**src/rtl/fifo_rd_streamer_pkg.sv**
```systemverilog
// Shared types and default constants for the FIFO read-side streamer.
// Optional build macro: FIFO_RD_STREAMER_STATS_EN (stall/starve statistics ports).
package fifo_rd_streamer_pkg;

    typedef enum logic [1:0] {
        IDLE,
        STREAM,
        FLUSH
    } streamer_state_e;

    localparam int unsigned FIFO_WIDTH_DEF = 16;
    localparam int unsigned PKT_LEN_DEF    = 8;
    localparam int unsigned SKID_DEPTH_DEF = 2;

endpackage

```
**src/rtl/fifo_rd_streamer_skid_buf.sv**
```systemverilog
// Circular skid buffer: DEPTH entries of data plus a per-entry last tag.
// Head is presented combinationally; push writes the tail, pop advances the head.
module stream_skid_buf
    import fifo_rd_streamer_pkg::*;
#(
    parameter int unsigned WIDTH = FIFO_WIDTH_DEF,
    parameter int unsigned DEPTH = SKID_DEPTH_DEF
) (
    input  logic                         clk,
    input  logic                         rst_n,
    input  logic                         push,
    input  logic [WIDTH-1:0]             push_data,
    input  logic                         push_last,
    input  logic                         pop,
    output logic [WIDTH-1:0]             head_data,
    output logic                         head_last,
    output logic [$clog2(DEPTH+1)-1:0]   count
);

    localparam int unsigned CW = $clog2(DEPTH + 1);
    localparam int unsigned PW = (DEPTH > 1) ? $clog2(DEPTH) : 1;

    logic [WIDTH-1:0] data_mem [DEPTH];
    logic [DEPTH-1:0] last_mem;
    logic [PW-1:0]    wr_ptr;
    logic [PW-1:0]    rd_ptr;

    function automatic logic [PW-1:0] ptr_inc(input logic [PW-1:0] p);
        return (p == PW'(DEPTH - 1)) ? '0 : p + PW'(1);
    endfunction

    assign head_data = data_mem[rd_ptr];
    assign head_last = last_mem[rd_ptr];

    // Storage, pointers and occupancy; storage cleared so the head reads zero out of reset.
    always_ff @(posedge clk or negedge rst_n) begin
        if (!rst_n) begin
            for (int unsigned i = 0; i < DEPTH; i++) begin
                data_mem[i] <= '0;
            end
            last_mem <= '0;
            wr_ptr   <= '0;
            rd_ptr   <= '0;
            count    <= '0;
        end else begin
            if (push) begin
                data_mem[wr_ptr] <= push_data;
                last_mem[wr_ptr] <= push_last;
                wr_ptr           <= ptr_inc(wr_ptr);
            end
            if (pop) begin
                rd_ptr <= ptr_inc(rd_ptr);
            end
            case ({push, pop})
                2'b10:   count <= count + CW'(1);
                2'b01:   count <= count - CW'(1);
                default: count <= count;
            endcase
        end
    end

    // Reads are only issued when there is room, so the buffer can never overfill.
    assert property (@(posedge clk) disable iff (!rst_n) count <= CW'(DEPTH));

endmodule

```
**src/rtl/fifo_rd_streamer.sv**
```systemverilog
// Drains a FIFO with one-cycle registered read latency and presents the words
// as a valid/ready stream with m_last every PKT_LEN accepted beats.
// Optional build macro: FIFO_RD_STREAMER_STATS_EN adds stall_cnt/starve_cnt.
module fifo_rd_streamer
    import fifo_rd_streamer_pkg::*;
#(
    parameter int unsigned FIFO_WIDTH = FIFO_WIDTH_DEF,
    parameter int unsigned PKT_LEN    = PKT_LEN_DEF,
    parameter int unsigned SKID_DEPTH = SKID_DEPTH_DEF
) (
    input  logic                  clk,
    input  logic                  rst_n,
    input  logic                  fifo_empty,
    input  logic [FIFO_WIDTH-1:0] fifo_data_out,
    output logic                  fifo_rd_en,
    output logic                  m_valid,
    input  logic                  m_ready,
    output logic [FIFO_WIDTH-1:0] m_data,
    output logic                  m_last,
    input  logic                  flush,
    output logic                  busy
`ifdef FIFO_RD_STREAMER_STATS_EN
    ,
    output logic [15:0]           stall_cnt,
    output logic [15:0]           starve_cnt
`endif
);

    localparam int unsigned CW = $clog2(SKID_DEPTH + 1);
    localparam int unsigned BW = (PKT_LEN > 1) ? $clog2(PKT_LEN) : 1;
    localparam int unsigned SW = BW + CW + 1;

    streamer_state_e state;
    streamer_state_e state_nxt;

    logic [CW-1:0] count;
    logic          inflight;
    logic [BW-1:0] beat_cnt;
    logic          pop;
    logic          rd_issue;
    logic          head_last;
    logic          push_last;
    logic          flush_final;
    logic [CW:0]   occ;
    logic [SW-1:0] tail_idx;

    assign pop     = m_valid & m_ready;
    assign m_valid = (count != '0);
    assign busy    = (state != IDLE);

    // Occupancy after this cycle's pop, counting the word still in flight from the FIFO.
    assign occ      = {1'b0, count} + (CW+1)'(inflight) - (CW+1)'(pop);
    assign rd_issue = rst_n & ~fifo_empty & ~flush & (state != FLUSH)
                    & (occ < (CW+1)'(SKID_DEPTH));
    assign fifo_rd_en = rd_issue;

    // The captured word lands count entries behind the head, so its packet position is
    // beat_cnt + count; tagging it on capture keeps the head's m_last a plain lookup.
    assign tail_idx  = SW'(beat_cnt) + SW'(count);
    assign push_last = ((tail_idx % SW'(PKT_LEN)) == SW'(PKT_LEN - 1));

    // Closing beat of a flush terminates an open packet early.
    assign flush_final = (state == FLUSH) & (count == CW'(1)) & ~inflight & (beat_cnt != '0);
    assign m_last      = m_valid & (head_last | flush_final);

    stream_skid_buf #(
        .WIDTH (FIFO_WIDTH),
        .DEPTH (SKID_DEPTH)
    ) u_skid (
        .clk       (clk),
        .rst_n     (rst_n),
        .push      (inflight),
        .push_data (fifo_data_out),
        .push_last (push_last),
        .pop       (pop),
        .head_data (m_data),
        .head_last (head_last),
        .count     (count)
    );

    // State register and the in-flight read marker.
    always_ff @(posedge clk or negedge rst_n) begin
        if (!rst_n) begin
            state    <= IDLE;
            inflight <= 1'b0;
        end else begin
            state    <= state_nxt;
            inflight <= rd_issue;
        end
    end

    // Next-state: stream while reading, flush drains the skid before returning idle.
    always_comb begin
        state_nxt = state;
        case (state)
            IDLE: begin
                if (rd_issue) state_nxt = STREAM;
            end
            STREAM: begin
                if (flush) begin
                    state_nxt = FLUSH;
                end else if ((count == '0) && !inflight && !rd_issue) begin
                    state_nxt = IDLE;
                end
            end
            FLUSH: begin
                if ((count == '0) && !inflight) state_nxt = IDLE;
            end
            default: state_nxt = IDLE;
        endcase
    end

    // Beat position within the packet; survives starvation, cleared when a flush completes.
    always_ff @(posedge clk or negedge rst_n) begin
        if (!rst_n) begin
            beat_cnt <= '0;
        end else if ((state == FLUSH) && (state_nxt == IDLE)) begin
            beat_cnt <= '0;
        end else if (pop) begin
            beat_cnt <= m_last ? '0 : beat_cnt + BW'(1);
        end
    end

`ifdef FIFO_RD_STREAMER_STATS_EN
    // Saturating counts of backpressure stalls and starved streaming cycles.
    always_ff @(posedge clk or negedge rst_n) begin
        if (!rst_n) begin
            stall_cnt  <= '0;
            starve_cnt <= '0;
        end else begin
            if (m_valid && !m_ready && (stall_cnt != '1)) begin
                stall_cnt <= stall_cnt + 16'd1;
            end
            if ((state == STREAM) && !m_valid && (starve_cnt != '1)) begin
                starve_cnt <= starve_cnt + 16'd1;
            end
        end
    end
`endif

endmodule
```
**config.mk**
```make
export PLATFORM = sky130hd
export DESIGN_NAME = fifo_rd_streamer
export DESIGN_NICKNAME = d
export VERILOG_FILES = /design/src/rtl/fifo_rd_streamer_pkg.sv /design/src/rtl/fifo_rd_streamer_skid_buf.sv /design/src/rtl/fifo_rd_streamer.sv
export SDC_FILE = /design/constraint.sdc
export NUM_CORES = 1
export LEC_CHECK = 0
export CORE_MARGIN = 1
export CORE_UTILIZATION = 48
export CTS_BUF_LIST = sky130_fd_sc_hd__clkbuf_4 sky130_fd_sc_hd__clkbuf_8
export DETAILED_ROUTE_END_ITERATION = 8
export PLACE_DENSITY_LB_ADDON = 0.1
export SLEW_MARGIN = 25
export SYNTH_ARGS = -nofsm -noshare
export SYNTH_HDL_FRONTEND = slang
export SYNTH_SLANG_ARGS = --single-unit
```
**constraint.sdc**
```tcl
create_clock -name clk -period 3.3 [get_ports clk]
set_input_delay 0.495 -clock clk [delete_from_list [all_inputs] [get_ports clk]]
set_output_delay 0.495 -clock clk [all_outputs]
set_load 0.02 [all_outputs]
```
# After elaboration in Yosys (flattened, before gate mapping)
# Cells that the tools add are included.
op_classes:
  addsub: 8
  multipliers: 0
  div_mod_pow: 0
  order_cmp: 7
  n_eq_ne: 7
  shift: 0
  mux: 22
  bitwise: 15
  reduce_logical: 15
ops:
  columns: ["op", "count"]
  rows:
  - ["2-to-1 mux 16 bit", 4]
  - ["bitwise mux 32 bit", 1]
  - ["demux 16 bit (select 1 bit)", 1]
  - ["bitwise AND 1 bit", 9]
  - ["2-to-1 mux 3 bit", 3]
  - ["2-to-1 mux 2 bit", 4]
  - ["nonzero test 2 bit", 4]
  - ["equality test 2 x 1 -> 1 bit, second input constant", 3]
  - ["zero test 2 bit", 3]
  - ["case mux 2 bit (3 select lines)", 1]
  - ["logical AND 1 bit", 5]
  - ["2-to-1 mux 1 bit", 5]
  - ["equality test 2 bit, second input constant", 2]
  - ["greater-or-equal comparator 2 bit, second input constant", 2]
  - ["less-than comparator 1 x 2 -> 1 bit, second input constant", 2]
  - ["NOT 1 -> 2 bit", 2]
  - ["case mux 2 bit (2 select lines)", 1]
  - ["adder 2 x 1 -> 3 bit", 1]
  - ["adder 3 x 1 -> 3 bit, second input constant", 1]
  - ["adder 3 x 2 -> 3 bit", 1]
  - ["equality test 3 bit, second input constant", 1]
  - ["less-than comparator 3 x 2 -> 1 bit, second input constant", 1]
  - ["NOT 1 bit", 3]
  - ["nonzero test 3 bit", 1]
  - ["other kinds (11)", 13]
totals:
  reg_bits: 44
  latchBits: 0
  ramBits: 0
  romBits: 0
  output_inout_bits: 20
  elab_cells: 83
  memories: 0

# Depth between registers and ports, before layout
depth:
  ltp_word: 13
  ltp_mapped: 11
  depth_no_buf: 10

# Cells and area by module
# A second synthesis with hierarchy kept.
hier_totals:
  cells_unflattened: 151
  hier_area_um2: 2109.5
by_module_without_submodules:
  columns: ["module", "instances", "cells_per_inst", "area_each_um2", "seq_area_each_um2"]
  rows:
  - ["stream_skid_buf", 1, 103, 1641.6, 950.9]
  - ["fifo_rd_streamer", 1, 48, 467.9, 150.1]

# Least setup slack after synthesis
# No wires, ideal clock.
synth_timing:
  path_kind: "register to output"
  start: "reg u_skid.count[1]"
  end: "out fifo_rd_en"
  arrival_ns: 2.415
  t_required_ns: 2.805
  path_slack_ns: 0.390
  stages_incl_launch_ff: 10
  n_path_buf: 1
  cell_sequence: "dfrtp_1 > inv_1 > ha_1 > nand2b_1 > buf_4 > xnor2_1 > nand2b_1 > fa_1 > nor4bb_1 > and3_1"
synth_between:
  elab_chain_cells: 5
  word_cells_on_any_way: 6
synth_lines:
  columns: ["item", "line", "rtl"]
  rows:
  - ["from (decl)", "fifo_rd_streamer_skid_buf.sv:17", "output logic [$clog2(DEPTH+1)-1:0] count"]
  - ["from (signal assigned)", "fifo_rd_streamer_skid_buf.sv:55", "2'b10: count <= count + CW'(1);"]
  - ["from (signal assigned)", "fifo_rd_streamer_skid_buf.sv:56", "2'b01: count <= count - CW'(1);"]
  - ["from (signal assigned)", "fifo_rd_streamer_skid_buf.sv:57", "default: count <= count;"]
  - ["parallel branches: the longest is 2 deep, another holds adder 2 x 1 -> 3 bit", null, null]
  - ["subtractor 3 x 1 -> 3 bit *", "fifo_rd_streamer.sv:52", "assign occ = {1'b0, count} + (CW+1)'(inflight) - (CW+1)'(pop);"]
  - ["less-than comparator 3 x 2 -> 1 bit *", "fifo_rd_streamer.sv:54", "& (occ < (CW+1)'(SKID_DEPTH));"]
  - ["bitwise AND 1 bit *", "fifo_rd_streamer.sv:54", null]
  - ["to (decl)", "fifo_rd_streamer.sv:15", "output logic fifo_rd_en,"]
# Mark *: on every way between the ends.

# Worst setup path after layout
layout_timing:
  start: "reg u_skid.count[0]"
  end: "out fifo_rd_en"
# The elaborated chain is that of the path after synthesis.

==> impl_results.md <==
* GRT Overall Usage at 0.192
* Crit-path max FO at 4
* Setup repair after global routing missed its margin: no
* #FFs+latches synth at 44
* Root Buffer: sky130_fd_sc_hd__clkbuf_8
* Clock latency of the later-clocked register in the worst-skew pair at 0.29 ns
* Max Clk Rate at 323 MHz
* Die Outline Area at 4740 um2
* Maximum VDD drop at 533 uV
* Number of max-slew violations in the final report at 0
* Synthesized instance count at 160
* Number of I/O pins at 41
* Starting density of the core at 0.517
* Total Routed Length at 4020 um
* Via count of the first global-routing pass at 1453
* Net count after synthesis at 188
* Total iterations of the first detailed-routing run at 3
* Flop-to-flop setup slack at 0.76 ns
* Share of layout cells above drive strength 1 at 0.351
* Total placed cells including tap cells at 250
* Area added between synthesis and finish at 25.3%
* Placer congestion estimate at 0.792
* Maximum level of the CTS H-tree at 2
* Placement row count at 23
* Avg Inst Size Synth at 13.4 um2
* Global-route congestion overflow total at 0
* Number of nets in the layout at 235
* Run status: finished clean
* Final antenna diode count at 0
* CTS tree: yes
* Most Frequent Cell on Critical Path: sky130_fd_sc_hd__nand2b_1
* Wire length of the first global-routing pass at 6400 um
* Setup violation total in the final timing report at 0
* Count of buffers inserted at the top-level ports at 40
* Drc violations at 0
* Worst slew pin tran at 0.938 ns
* Die W at 68.8 um
* Leakage power of the design at 1.17 nW
* Critical Setup Path Class: flip-flop to output port
* Pin count of the biggest net entering global routing at 45
* Clock-pin slew on the worst setup and hold paths at 0.08 ns
* Power density over cell area at 1000 nW/um2
* Routed WL per cell at 15.6 um
* Worst max-slew margin expressed relative to the limit at 0.372
* Routed vias/inst at 5.29
* Initial antenna violation count at 0
* Required arrival time at the worst endpoint at 2.80 ns
* Total of warnings raised by yosys at 0
* Post-route worst setup slack at 0.199 ns
* TritonCTS Sinks at 44
* Commonest non-fill, non-tap cells in the layout: 48 x sky130_fd_sc_hd__mux2_2, 44 x sky130_fd_sc_hd__dfrtp_1, 38 x sky130_fd_sc_hd__clkdlybuf4s50_1
* Number of buffers on the longest clock path at 2
* Placement Setup Slack at -0.0934 ns
* Max-Cap Viols at 0
* Hpwl dp at 2900 um
* Mapped cell area at 2140 um2
* Part of the cycle the worst path needs at 0.940
* Min Hold Slack at 0.273 ns
* Kind of start point of the critical path: flip-flop
* Part of the Yosys area used for sequential elements at 0.514
* Number of unique standard cell types used by synthesis at 32
* Hold Violations, Final at 0
* Fraction of the core area covered by cells at the end of the flow at 0.648
* Overall power consumption at 2.69 mW
* Depth of the worst register-to-register path at 11
* Vias at 1365
* Placeable core region at 4140 um2
* Largest incremental delay on the critical path at 0.49 ns
* Number of hold buffers added after CTS at 0
* Path class of the lowest-slack min-delay path: input pin to async pin
* Number of DRC markers in iteration 0 at 59
* Ordered cell list for the critical path: inv_1 -> ha_1 -> nand2b_1 -> xnor2_1 -> nand2b_1 -> fa_1 -> nor4bb_1 -> and3_1 -> clkbuf_2
* Height of the die at 68.8 um
* Most common library cell in the layout ignoring fill and taps: sky130_fd_sc_hd__mux2_2
* Cell with the largest stage delay on the worst path: sky130_fd_sc_hd__fa_1
* Clk_skew at 0.00361 ns
* Cts bufs inserted at 5
* Critical Path End Type: output port
* Final Critical Period at 3.10 ns
* Number of standard cells in the final layout excluding fillers at 258
* Worst Path Arrival at 2.61 ns
* Post-route ant nets at 0
[synthesized netlist by cell type]
library cell                n  area share
sky130_fd_sc_hd__nand3_1    2      0.0047
sky130_fd_sc_hd__nand2_2    1      0.0029
sky130_fd_sc_hd__a211oi_1   1      0.0035
sky130_fd_sc_hd__nor2_4     1      0.0053
sky130_fd_sc_hd__a211oi_2   1      0.0058
sky130_fd_sc_hd__nor2_1     7       0.012
sky130_fd_sc_hd__fa_1       2       0.019
sky130_fd_sc_hd__and4bb_2   1      0.0058
sky130_fd_sc_hd__inv_1      8       0.014
sky130_fd_sc_hd__buf_2      2      0.0047
sky130_fd_sc_hd__a31oi_1    1      0.0029
sky130_fd_sc_hd__a32oi_1    1      0.0041
sky130_fd_sc_hd__mux2_4     1      0.0070
sky130_fd_sc_hd__nand2b_1   4       0.012
sky130_fd_sc_hd__nor3_2     1      0.0047
sky130_fd_sc_hd__buf_4      1      0.0035
sky130_fd_sc_hd__xnor2_1    4       0.016
sky130_fd_sc_hd__nor4bb_1   1      0.0047
sky130_fd_sc_hd__o22ai_1    1      0.0029
sky130_fd_sc_hd__nor2b_1    1      0.0029
sky130_fd_sc_hd__xor2_1     2      0.0082
sky130_fd_sc_hd__or2_2      1      0.0029
sky130_fd_sc_hd__dfrtp_1   44        0.51
sky130_fd_sc_hd__ha_1       5       0.029
sky130_fd_sc_hd__nand2_1    4      0.0070
sky130_fd_sc_hd__o21ai_0    2      0.0047
sky130_fd_sc_hd__and3_1     1      0.0029
sky130_fd_sc_hd__a21oi_1    5       0.012
sky130_fd_sc_hd__mux2_2    48        0.25
sky130_fd_sc_hd__mux2i_1    1      0.0047
sky130_fd_sc_hd__buf_6      4       0.021
sky130_fd_sc_hd__nor3b_1    1      0.0035
[cells by family after synthesis]
family                     share of synthesized area
muxes                                          0.264
DFF                                            0.514
and+or+nand+nor                               0.0712
buffers and inverters                         0.0432
AOI/OAI and AO/OA                             0.0356
adders and majority gates                     0.0479
xor gates and xnor gates                      0.0245
[power breakdown]
group | internal [mW] | switching, mW
Combinational | 0.776 | 0.603
Clock | 0.187 | 0.166
Sequential | 0.784 | 0.175
[final timing paths]
| path | from | to |
|---|---|---|
| min | rst_n | u_skid.count[0] |
| min reg2reg | u_skid.data_mem[0] | u_skid.data_mem[0] |
| max reg2reg | u_skid.count[0] | state[0] |
| max | u_skid.count[0] | fifo_rd_en |
| min in group clk | u_skid.data_mem[0] | u_skid.data_mem[0] |
| max in group asynchronous | rst_n | beat_cnt[0] |
[area by class of cell]
| class | count | area (um2) |
|---|---|---|
| Sequential cell | 44 | 1100 |
| Clock buffer | 8 | 97.6 |
| Inverter | 8 | 30.0 |
| Fill cell | 315 | 1460 |
| Multi-Input combinational cell | 101 | 952 |
| Tap cell | 50 | 62.6 |
| Timing Repair Buffer | 47 | 443 |
[per-stage QoR]
step	TNS, ns	area (um2)
6_report	0	2690
5_1_grt	0	2690
4_1_cts	0	2690
3_5_place_dp	-0.0934	2590
3_3_place_gp	-0.00547	2590
2_1_floorplan	0	2140
[flip-flops by register name, indices dropped and copies added (netlist names)]
register,cells
beat_cnt,3
inflight,1
state,2
u_skid.count,2
u_skid.data_mem,32
u_skid.last_mem,2
u_skid.rd_ptr,1
u_skid.wr_ptr,1
[worst max-delay path: cells and delay by family (launching register included)]
| kind | cells | cell delay, ns |
|---|---|---|
| XOR/XNOR | 1 | 0.16 |
| flip-flops | 1 | 0.41 |
| adder cells (fa/ha/maj) | 2 | 0.70 |
| buffers and inverters | 2 | 0.26 |
| AND/OR/NAND/NOR | 4 | 0.80 |
[layer usage]
metal | part of all wire | track usage
met1 | 0.43 | 0.225
met2 | 0.51 | 0.335
met3 | 0.045 | 0.0444
met4 | 0.016 | 0.0842
met5 | 0 | 0
[timing repair]
item / CTS / global route
gates resized for setup: 1 / 2
buffers inserted: 0 / 0
endpoints found under the setup margin: 1 / 1
(Power assumes the default switching activity.)
